File: src/rtl/seg_pkg.sv
// Shared constants for the multiplexed 7-segment display bus.
// The segment table is the same one the display driver encodes with,
// so a loopback capture decodes exactly what the driver produced.
package seg_pkg;

  // Segment patterns {g,f,e,d,c,b,a} for hex digits 0..F.
  localparam logic [6:0] SEG_HEX [0:15] = '{
    7'h3F, 7'h06, 7'h5B, 7'h4F, 7'h66, 7'h6D, 7'h7D, 7'h07,
    7'h7F, 7'h6F, 7'h77, 7'h7C, 7'h39, 7'h5E, 7'h79, 7'h71
  };

  // One-hot drain selects; index n drives data[4n+3:4n].
  localparam logic [3:0] DIG_SEL [0:3] = '{4'b0001, 4'b0010, 4'b0100, 4'b1000};

  // Scan FSM states. The ST_ prefix keeps them apart from the SETTLE parameter.
  typedef enum logic [1:0] {
    ST_IDLE   = 2'd0,
    ST_SETTLE = 2'd1,
    ST_HOLD   = 2'd2
  } scan_state_e;

  // True when exactly one digit drain is active.
  function automatic logic is_one_hot(input logic [3:0] sel);
    return (sel != 4'd0) && ((sel & (sel - 4'd1)) == 4'd0);
  endfunction

  // Slot index for a one-hot drain value; 0 for anything else.
  function automatic logic [1:0] sel_index(input logic [3:0] sel);
    logic [1:0] idx;
    idx = 2'd0;
    for (int i = 0; i < 4; i++) begin
      if (sel == DIG_SEL[i]) idx = 2'(i);
    end
    return idx;
  endfunction

endpackage

File: src/rtl/seg7_to_nibble.sv
// Inverse of the hex segment encoder: maps a 7-bit segment pattern back to
// its nibble. Patterns outside the table report hit=0 and nibble=0.
module seg7_to_nibble
  import seg_pkg::*;
(
  input  logic [6:0] seg,
  output logic       hit,
  output logic [3:0] nibble
);

  // Search the shared table; at most one entry can match since codes are unique.
  always_comb begin
    hit    = 1'b0;
    nibble = 4'd0;
    for (int i = 0; i < 16; i++) begin
      if (seg == SEG_HEX[i]) begin
        hit    = 1'b1;
        nibble = 4'(i);
      end
    end
  end

endmodule

File: src/rtl/seg_scan_capture.sv
// Receive side of the 4-digit multiplexed 7-segment bus. Each digit is
// sampled once per visit after its drain and segment lines have been stable
// for SETTLE cycles; a complete set of four digits is published as one word.
module seg_scan_capture
  import seg_pkg::*;
#(
  parameter int SETTLE    = 4,
  parameter int TIMEOUT_W = 16
) (
  input  logic        clock,
  input  logic        reset,
  input  logic [3:0]  drains,
  input  logic [7:0]  leds,
  output logic [15:0] data,
  output logic        valid,
  output logic        err,
  output logic        stale
);

  localparam int CNT_W = (SETTLE < 2) ? 1 : $clog2(SETTLE + 1);
  localparam logic [CNT_W-1:0] SETTLE_CNT = CNT_W'(SETTLE);

  logic [3:0]           drains_meta, drains_sync, drains_prev;
  logic [7:0]           leds_meta, leds_sync, leds_prev;
  scan_state_e          state;
  logic [CNT_W-1:0]     settle_cnt;
  logic [15:0]          slot_word;
  logic [3:0]           slot_err;
  logic [3:0]           mask;
  logic [3:0]           mask_next;
  logic [TIMEOUT_W-1:0] idle_cnt;

  logic       sync_one_hot;
  logic       drains_changed;
  logic       any_changed;
  logic       do_sample;
  logic       frame_done;
  logic       idle_expired;
  logic [1:0] sample_idx;
  logic       dec_hit;
  logic [3:0] dec_nibble;

  seg7_to_nibble u_decode (
    .seg    (leds_sync[6:0]),
    .hit    (dec_hit),
    .nibble (dec_nibble)
  );

  // Sampling and frame bookkeeping conditions; a sample landing in a clearing
  // cycle keeps its own mask bit so it counts toward the next frame.
  always_comb begin
    sync_one_hot   = is_one_hot(drains_sync);
    drains_changed = (drains_sync != drains_prev);
    any_changed    = drains_changed || (leds_sync != leds_prev);
    do_sample      = (state == ST_SETTLE) && !any_changed && (settle_cnt == SETTLE_CNT);
    frame_done     = (mask == 4'hF);
    idle_expired   = &idle_cnt;
    sample_idx     = sel_index(drains_sync);
    mask_next      = (frame_done || idle_expired) ? 4'd0 : mask;
    if (do_sample) mask_next = mask_next | DIG_SEL[sample_idx];
  end

  // Two-flop synchroniser for the asynchronous pins plus a one-cycle history for change detection.
  always_ff @(posedge clock or posedge reset) begin
    if (reset) begin
      drains_meta <= 4'd0;
      drains_sync <= 4'd0;
      drains_prev <= 4'd0;
      leds_meta   <= 8'd0;
      leds_sync   <= 8'd0;
      leds_prev   <= 8'd0;
    end else begin
      drains_meta <= drains;
      drains_sync <= drains_meta;
      drains_prev <= drains_sync;
      leds_meta   <= leds;
      leds_sync   <= leds_meta;
      leds_prev   <= leds_sync;
    end
  end

  // Scan FSM: wait for one drain, count stable cycles, then hold until the drain moves on.
  always_ff @(posedge clock or posedge reset) begin
    if (reset) begin
      state      <= ST_IDLE;
      settle_cnt <= '0;
    end else begin
      case (state)
        ST_IDLE: begin
          if (sync_one_hot) begin
            state      <= ST_SETTLE;
            settle_cnt <= CNT_W'(1);
          end
        end
        ST_SETTLE: begin
          if (any_changed) begin
            if (sync_one_hot) settle_cnt <= CNT_W'(1);
            else              state      <= ST_IDLE;
          end else if (settle_cnt == SETTLE_CNT) begin
            state <= ST_HOLD;
          end else begin
            settle_cnt <= settle_cnt + CNT_W'(1);
          end
        end
        ST_HOLD: begin
          if (drains_changed) begin
            if (sync_one_hot) begin
              state      <= ST_SETTLE;
              settle_cnt <= CNT_W'(1);
            end else begin
              state <= ST_IDLE;
            end
          end
        end
        default: state <= ST_IDLE;
      endcase
    end
  end

  // Digit slots, per-digit decode errors and the mask of digits seen in this frame.
  always_ff @(posedge clock or posedge reset) begin
    if (reset) begin
      slot_word <= 16'd0;
      slot_err  <= 4'd0;
      mask      <= 4'd0;
    end else begin
      if (do_sample) begin
        slot_word[{sample_idx, 2'b00} +: 4] <= dec_nibble;
        slot_err[sample_idx]                <= ~dec_hit;
      end
      mask <= mask_next;
    end
  end

  // Publish a complete frame; an expired idle timer flags stale unless a frame lands that cycle.
  always_ff @(posedge clock or posedge reset) begin
    if (reset) begin
      data  <= 16'd0;
      valid <= 1'b0;
      err   <= 1'b0;
      stale <= 1'b0;
    end else begin
      valid <= frame_done;
      if (frame_done) begin
        data  <= slot_word;
        err   <= |slot_err;
        stale <= 1'b0;
      end else if (idle_expired) begin
        stale <= 1'b1;
      end
    end
  end

  // Idle timer restarts on every sample and saturates at all-ones.
  always_ff @(posedge clock or posedge reset) begin
    if (reset) begin
      idle_cnt <= '0;
    end else if (do_sample) begin
      idle_cnt <= '0;
    end else if (!idle_expired) begin
      idle_cnt <= idle_cnt + TIMEOUT_W'(1);
    end
  end

endmodule
File: config.mk
export PLATFORM = sky130hd
export DESIGN_NAME = seg_scan_capture
export DESIGN_NICKNAME = d
export VERILOG_FILES = /design/src/rtl/seg_pkg.sv /design/src/rtl/seg7_to_nibble.sv /design/src/rtl/seg_scan_capture.sv
export SDC_FILE = /design/constraint.sdc
export NUM_CORES = 1
export LEC_CHECK = 0
export CAP_MARGIN = 20
export CORE_AREA = 5 5 92 94
export DETAILED_ROUTE_END_ITERATION = 8
export DIE_AREA = 0 0 97 99
export DONT_BUFFER_PORTS = 1
export GPL_TIMING_DRIVEN = 1
export PLACE_DENSITY = 0.77
export SLEW_MARGIN = 20
export SYNTH_ARGS = -nofsm -noshare
export SYNTH_HDL_FRONTEND = slang
export SYNTH_SLANG_ARGS = --single-unit
File: constraint.sdc
create_clock -name clock -period 4.1 [get_ports clock]
set_input_delay 0.41 -clock clock [delete_from_list [all_inputs] [get_ports clock]]
set_output_delay 0.41 -clock clock [all_outputs]
set_load 0.1 [all_outputs]
==> impl_summary.log, run 1 <==
INFO  metric status = complete, no violations
INFO  metric grt_setup_unrepaired = no
INFO  metric drcViolationCount = 0
INFO  metric timing.critical_path.fanout_max = 18
INFO  metric critical_path.endpoint_type = flop
INFO  metric finalNetCount = between 400 and 500
INFO  metric clk_pin_slew = roughly 0.10 ns
INFO  metric synth_area = 4562 µm²
INFO  metric synth_sequential_area_ratio = 54.85%
INFO  metric synth_simple_gate_area_share = about a fifth
INFO  metric peakVddDrop = 0.0002523 V
INFO  metric timing.max_cap.violations = 0
INFO  metric drt_iter0_markers = 93
INFO  metric placed_cell_area = 4602 µm²
INFO  metric tritoncts.num_buffers = 9
INFO  metric yosys_warnings = 0
INFO  metric post_synthesis_mux_area_share = 0%
INFO  metric clock_tree.htree_level_count = 3
INFO  metric setup_tns_final = 0 ns
INFO  metric startpoint_kind_of_the_worst_setup_timing_path = flop
INFO  metric synth_top_family_by_area = simple AND/OR/NAND/NOR gates
INFO  metric power.leakage = 2.148 nW
INFO  metric routed_wire_length_per_instance = 15.35 µm
INFO  metric worstSkewPairLatency = 0.37 ns
INFO  metric finalHoldViolations = 0
INFO  metric antenna_violating_nets_post_route = 0
INFO  metric number_of_antenna_violations_at_the_first_check_in_global_routing = 0
INFO  metric pin_count_of_the_biggest_net_entering_global_routing = 71
INFO  metric place.port_buffers = 0
INFO  metric layout.area.seq = 2502 µm²
INFO  metric filler_cell_count = 589
INFO  metric routed-via-count = 3,067
INFO  metric cts.repair.resized = 0
INFO  metric synth_xor_xnor_area_share = roughly 7.3%
INFO  metric standard_cell_rows = 32
INFO  metric total_congestion_overflow = 0
INFO  metric syn_area_per_cell = 10.63 µm²
INFO  metric internal_power = 1.277 mW
INFO  metric critical_path.slowest_cell = nor4_4
INFO  metric dieArea = between 9000 and 10,000 µm²
INFO  metric dr.pass1.iters = 4
INFO  metric combinationalPowerShare = 6.3%
INFO  metric multi_input_comb_area = 1876 µm²
INFO  metric start_util = 60.28%
INFO  metric timing.setup.critical_path_class = reg2reg
INFO  metric fp.dieH = 99 µm
INFO  metric cpPeakStageDelay = 0.85 ns
INFO  metric die_x = 97 µm
INFO  metric postSynthCellCount = roughly 430
INFO  metric ys_dominant_reg_cell = dfrtp_1
INFO  metric yosys_register_bits = 100
INFO  metric synthesis.nets = 452
INFO  metric synth_enable_flop_cells = 0
INFO  metric tritoncts = built
INFO  metric grt_pass1_vias = about 3,000
INFO  metric netSwitchingPower = about 450 µW
INFO  metric antennaDiodeCount = 0
INFO  metric boundaryPins = 33
INFO  metric core_region_area = approximately 7600 µm²
INFO  metric relSlewSlack = 37.57%
INFO  metric ys_types = 56
INFO  metric crit_path_cell_trace = xnor2_4 > nand4_4 > nor4_4 > nand2_1 > o31ai_1
INFO  metric min_period = 2.456 ns
INFO  metric async_reset_ff_share = 100.0%
INFO  metric place.detailed.hpwl = 5651 µm
INFO  metric power_per_cell_area = around 360 nW/µm²
INFO  metric final.period_utilization = 59.91%
INFO  metric numClockSinks = 100
INFO  metric postCtsSetupBuffers = 0
INFO  metric sequentialPowerShare = between 50% and 60%
INFO  metric timing.clock.skew = 0.01355 ns
INFO  metric synth-compound-area-share = 12.56%
INFO  metric routed_via_density = 5.765
INFO  metric fmax = 407.1 MHz
INFO  metric cts_root_buf = clkbuf_8
INFO  metric gp_routability_congestion = a little over 0.8
INFO  metric timing.final.setup_violations = 0
INFO  metric post_route_cells_drive_above_1_share = 8.605%
INFO  metric area_growth_syn_to_layout = 4.882%
INFO  metric post_cts_hold_buffer_count = 0
INFO  metric maxSlewViolCount = 0
INFO  metric gr-usage-all-layers = 18.27%
INFO  metric holdCritPathClass = in2async
INFO  metric power.share.switching = 26.24%
INFO  metric tightestPinTransition = between 0.9 and 1 ns
INFO  metric critPathRequiredTime = between 4 and 5 ns
INFO  metric worst_ep_arrival_time = 2.72 ns
INFO  metric cts.path.max_buffers = 2
INFO  metric wire_length_of_the_first_global_routing_pass = 14,300 µm
INFO  metric p_clk_share = ~34%
INFO  metric postRouteWirelength = 8164 µm
INFO  metric synth-adder-area-share = 2.468%
INFO  metric postLayoutCellArea = 4785 µm²
==> final timing paths <==
path | start | end | slack (ns) | depth (start not counted)
worst max-delay path | leds_sync[6] | slot_err[1] | 1.64 | 5
worst min-delay path | reset | leds_meta[2] | 0.07 | 1
worst max register to register | leds_sync[6] | slot_err[1] | 1.64 | 5
worst min register to register | drains_meta[2] | drains_sync[2] | 0.35 | 0
max in group asynchronous | reset | slot_word[2] | 3.14 | 2
min in group clock | drains[3] | drains_meta[3] | 0.07 | 0
==> layout by cell type (no fill, tap or decap), types with 3 or more instances in the layout <==
cell type / count
a21oi_1: 11
a31oi_1: 3
buf_4: 3
clkbuf_8: 9
dfrtp_1: 100
ha_1: 9
inv_1: 17
nand2_1: 76
nand2b_1: 4
nand3_1: 19
nand3b_1: 7
nand4_1: 7
nor2_1: 23
nor3_1: 5
nor4_1: 3
o21ai_0: 9
o21ai_1: 19
o31ai_1: 21
o32ai_1: 3
or3_1: 3
xnor2_1: 18
xnor2_2: 3
xor2_1: 8
==> cells in the mapped netlist, types with 4 or more instances <==
library cell,n,area share (%)
o31ai_1,21,3.5
nor3_1,5,0.55
nand4_1,7,0.96
o21ai_0,9,0.99
clkbuf_1,7,0.58
buf_2,6,0.66
buf_6,5,1.2
nand2b_1,4,0.55
inv_1,18,1.5
ha_1,9,2.5
nand2_1,76,6.3
nand3_1,19,2.1
a21oi_1,11,1.2
xnor2_1,18,3.5
dfrtp_1,100,55
xor2_1,8,1.5
nor2_1,23,1.9
nand3b_1,7,1.2
o21ai_1,19,2.1
==> power groups by stage <==
stage | logic [mW] | registers (mW) | clock network, mW
finish | 0.109 | 1.03 | 0.589
detailed placement | 0.111 | 1.05 | 0
CTS | 0.111 | 1.03 | 0.604
global route | 0.123 | 1.04 | 0.654
global placement | 0.106 | 1.05 | 0
floorplan | 0.104 | 1.04 | 0
==> metrics by stage <==
step / power, mW / utilization (%) / setup WS, ns / hold slack, ns / instances
after floorplan: 1.142 / - / 1.071 / 0.3312 / 429
after global placement: 1.159 / 60.81 / 1.753 / 0.3318 / 516
after detailed placement: 1.164 / 60.81 / 1.663 / 0.3347 / 516
after CTS: 1.750 / 63.23 / 1.652 / 0.05331 / 532
after global routing: 1.817 / 63.23 / 1.425 / 0.03604 / 532
final: 1.732 / 63.23 / 1.644 / 0.06513 / 532
==> state kept, by name, summed over array words and instances (netlist names) <==
signal / cells
data: 16
idle_cnt: 16
slot_word: 16
leds_meta: 8
leds_prev: 8
leds_sync: 8
drains_meta: 4
drains_prev: 4
drains_sync: 4
mask: 4
slot_err: 4
settle_cnt: 3
state: 2
err: 1
stale: 1
valid: 1
==> per-layer routing <==
metal / vias to the layer above / part of all wire (%) / global-route usage (%) / wire, µm
met5: - / 0 / 0 / 0
met4: 0 / 3.2 / 10.58 / 260
met3: 22 / 3.6 / 3.468 / 296
met2: 63 / 47 / 27.76 / 3825
met1: 1492 / 46 / 24.65 / 3782
li1: 1490 / - / - / -
==> layout make-up <==
class,instances,share of cell area (%)
Clock buffer,9,2.589
Clock inverter,7,1.229
Inverter,19,1.543
Multi-Input combinational cell,292,39.20
Sequential cell,100,52.30
Tap cell,102,2.667
Timing Repair Buffer,3,0.4707
==> kinds of logic after synthesis <==
group	after synthesis
simple gates	166
buf+inv	37
flops	100
compound gates	86
xor+xnor	31
fa+ha+maj	9
==> worst max-delay path: cells and delay by family, from the launching register on <==
kind | cells | cell delay (ns)
XOR/XNOR | 1 | 0.19
AO/OA/AOI/OAI | 1 | 0.22
AND/OR/NAND/NOR | 3 | 1.19
flip-flops | 1 | 0.76
(Power assumes the default switching activity.)
==> inputs of run 2 (changes only) <==
--- a/config.mk
+++ b/config.mk
@@ -6,12 +6,12 @@
 export NUM_CORES = 1
 export LEC_CHECK = 0
 export CAP_MARGIN = 20
-export CORE_AREA = 5 5 92 94
+export CORE_AREA = 5 5 96 98
 export DETAILED_ROUTE_END_ITERATION = 8
-export DIE_AREA = 0 0 97 99
+export DIE_AREA = 0 0 101 103
 export DONT_BUFFER_PORTS = 1
 export GPL_TIMING_DRIVEN = 1
-export PLACE_DENSITY = 0.77
+export PLACE_DENSITY = 0.74
 export SLEW_MARGIN = 20
 export SYNTH_ARGS = -nofsm -noshare
 export SYNTH_HDL_FRONTEND = slang
==> constraint.sdc (replaced) <==
create_clock -name clock -period 2.2 [get_ports clock]
set_input_delay 0.22 -clock clock [delete_from_list [all_inputs] [get_ports clock]]
set_output_delay 0.22 -clock clock [all_outputs]
set_load 0.1 [all_outputs]
==> run 2 against run 1 <==
Compared with the run above:
- setup slack worse by 1.5 ns
- die area up 8.3%
- first-iteration DRC count grew 4.3%
- combinational power increased by 150%
==> impl_summary.log, run 2 (same netlist as run 1, synthesis figures left out) <==
INFO  metric postCtsSetupBuffers = 0 (unchanged)
INFO  metric dieArea = 10,400 µm² (+8.3%)
INFO  metric power_per_cell_area = 621.3 nW/µm² (+72%)
INFO  metric grt_setup_unrepaired = no
INFO  metric timing.setup.critical_path_class = reg2reg
INFO  metric power.share.switching = 25.43% (-0.81 points)
INFO  metric start_util = 54.43% (-5.9 points)
INFO  metric drcViolationCount = 0 (unchanged)
INFO  metric worstSkewPairLatency = 0.37 ns (about the same)
INFO  metric final.period_utilization = 94.51% (+35 points)
INFO  metric pin_count_of_the_biggest_net_entering_global_routing = 101 (+42%)
INFO  metric grt_pass1_vias = 3,201 (+6.3%)
INFO  metric antennaDiodeCount = 0 (unchanged)
INFO  metric clk_pin_slew = 0.09 ns (about the same)
INFO  metric area_growth_syn_to_layout = 13.63%
INFO  metric postRouteWirelength = 8385 µm (+2.7%)
INFO  metric layout_common_cells = 99 x dfrtp_1, 76 x nand2_1, 33 x buf_4, 23 x nor2_1, 21 x o31ai_1
INFO  metric maxSlewViolCount = 0 (unchanged)
INFO  metric internal_power = 2.402 mW (+88%)
INFO  metric number_of_antenna_violations_at_the_first_check_in_global_routing = 0 (unchanged)
INFO  metric p_clk_share = 32.5% (-1.5 points)
INFO  metric cts_root_buf = clkbuf_8
INFO  metric routed-via-count = 3,273 (+6.7%)
INFO  metric fin_worst_setup_slack = 0.1207 ns (-1.523 ns)
INFO  metric min_period = 2.079 ns (-0.3769 ns)
INFO  metric tritoncts.num_buffers = 9 (unchanged)
INFO  metric total_congestion_overflow = 0 (unchanged)
INFO  metric netSwitchingPower = 819.2 µW (+80%)
INFO  metric timing.clock.skew = 0.009501 ns (-0.004045 ns)
INFO  metric filler_cell_count = 664 (+13%)
INFO  metric finalNetCount = 492 (+9.8%)
INFO  metric clock_tree.htree_level_count = 3 (unchanged)
INFO  metric critical_path.endpoint_type = flop
INFO  metric startpoint_kind_of_the_worst_setup_timing_path = flop
INFO  metric dp_slack = 0.07384 ns (-1.590 ns)
INFO  metric antenna_violating_nets_post_route = 0 (unchanged)
INFO  metric final_instance_count_without_filler_cells = 582 (+9.4%)
INFO  metric timing.final.setup_violations = 0 (unchanged)
INFO  metric wl_met1 = 3743 µm (-1.0%)
INFO  metric power.leakage = 2.372 nW (+10%)
INFO  metric place.detailed.hpwl = 5754 µm (+1.8%)
INFO  metric holdCritPathClass = reg2reg
INFO  metric layout.core_utilization = 61.85% (-1.4 points)
INFO  metric setup_tns_final = 0 ns (unchanged)
INFO  metric dr.max_layer_used = met4
INFO  metric die_x = 101 µm (+4.1%)
INFO  metric post_route_cells_drive_above_1_share = 14.77% (+6.2 points)
INFO  metric status = complete, no violations
INFO  metric largest_registers = data x16, idle_cnt x16, slot_word x16
INFO  metric wl_met2 = 4101 µm (+7.2%)
INFO  metric core_region_area = 8381 µm² (+11%)
INFO  metric placed_cells = 553 (+7.2%)
INFO  metric sequentialPowerShare = 59.1% (-0.6 points)
INFO  metric hold-worst-slack = 0.3527 ns (+0.2876 ns)
INFO  metric fp.dieH = 103 µm (+4.0%)
INFO  metric timing.critical_path.fanout_max = 23 (+5)
INFO  metric finalHoldViolations = 0 (unchanged)
INFO  metric timing.max_cap.violations = 0 (unchanged)
INFO  metric numClockSinks = 100 (unchanged)
INFO  metric peakVddDrop = 0.0006223 V (+150%)
INFO  metric wire_length_of_the_first_global_routing_pass = 14,970 µm (+4.6%)
INFO  metric combinationalPowerShare = 8.4% (+2.1 points)
INFO  metric standard_cell_rows = 34 (+6.3%)
INFO  metric gr-usage-all-layers = 18.16% (-0.11 points)
INFO  metric boundaryPins = 33 (unchanged)
INFO  metric worst_ep_arrival_time = 2.34 ns (-0.38 ns)
INFO  metric critPathRequiredTime = 2.47 ns (-1.90 ns)
INFO  metric dr.pass1.iters = 4 (unchanged)
INFO  metric met3_length = 385 µm (+30%)
INFO  metric cts.path.max_buffers = 2 (unchanged)
INFO  metric routed_wire_length_per_instance = 14.41 µm (-6.1%)
INFO  metric mostFrequentLayoutCell = dfrtp_1
INFO  metric setup.reg_to_reg.worst_slack = 0.12 ns (-1.52 ns)
INFO  metric routed_via_density = 5.624 (-2.5%)
INFO  metric tightestPinTransition = 0.8657 ns (-0.06384 ns)
INFO  metric place.port_buffers = 0 (unchanged)
INFO  metric gp_routability_congestion = 0.8238 (-0.85%)
INFO  metric relSlewSlack = 42.33% (+4.8 points)
INFO  metric tritoncts = built
INFO  metric fmax = 480.9 MHz (+18%)
INFO  metric drt_iter0_markers = 97 (+4.3%)
run 2: cell count changes in the layout (fill, tap and decap cells not counted), sizes merged:
cell / previous run / this run
dlygate4sd3: 0 / 13
clkinv: 4 / 3
buf: 3 / 34
inv: 21 / 18
clkinvlp: 1 / 3
clkbuf: 9 / 11
run 2: power groups by stage:
stage	combinational, mW	clock, mW	sequential, mW
floorplan	0.194	0	1.94
global placement	0.240	0	1.94
detailed placement	0.249	0	1.94
CTS	0.270	1.08	1.90
global route	0.303	1.15	1.91
finish	0.272	1.05	1.90
run 2: what timing repair did:
item | 4_1_cts | 5_1_grt
hold buffers | 13 | 0
gates resized for setup | 0 | 6
setup endpoints to repair | 0 | 12
hold endpoints to repair | 112 | 0
run 2: final timing paths:
kind                                from       endpoint  cells after the start
max in group asynchronous          reset   leds_sync[1]                      3
min                         leds_meta[7]   leds_sync[7]                      0
max                        settle_cnt[0]  settle_cnt[0]                      6
min in group asynchronous          reset  settle_cnt[0]                      3
min reg2reg                 leds_meta[7]   leds_sync[7]                      0
max reg2reg                settle_cnt[0]  settle_cnt[0]                      6
run 2: critical path, stage by stage, from the launching register on:
cell     delay (ns)
dfrtp_1        0.39
inv_1          0.10
ha_1           0.23
nand3_2        0.17
or4_4          0.72
o211a_2        0.19
a21o_1         0.18
run 2: area by class of cell:
| type | instances | area (µm²) | area share, % |
|---|---|---|---|
| repair buffers | 47 | 397.9 | 7.676 |
| clock inverters | 5 | 37.54 | 0.7241 |
| inverters | 19 | 75.07 | 1.448 |
| well taps | 108 | 135.1 | 2.607 |
| clock buffers | 11 | 131.4 | 2.534 |
| flip-flops and latches | 100 | 2504 | 48.30 |
| multi-input cells | 292 | 1903 | 36.71 |
run 2: routing by layer:
| metal | vias to the layer above | track usage [%] |
|---|---|---|
| li1 | 1578 | - |
| met2 | 65 | 29.62 |
| met4 | 0 | 7.260 |
| met5 | - | 0 |
| met3 | 13 | 3.992 |
| met1 | 1617 | 23.81 |
run 2: per-stage QoR:
| step | cell area [µm²] | power [mW] |
|---|---|---|
| 6_report | 5184 | 3.221 |
| 2_1_floorplan | 4566 | 2.129 |
| 3_5_place_dp | 4856 | 2.189 |
| 3_3_place_gp | 4856 | 2.178 |
| 4_1_cts | 5155 | 3.256 |
| 5_1_grt | 5184 | 3.364 |
==> inputs of run 3 (changes only) <==
--- a/config.mk
+++ b/config.mk
@@ -7,6 +7,7 @@
 export LEC_CHECK = 0
 export CAP_MARGIN = 20
 export CORE_AREA = 5 5 96 98
+export CTS_CLUSTER_DIAMETER = 150
 export DETAILED_ROUTE_END_ITERATION = 8
 export DIE_AREA = 0 0 101 103
 export DONT_BUFFER_PORTS = 1
==> results of run 3 <==
The final DEF is identical to that of run 2; final timing and power are the same.
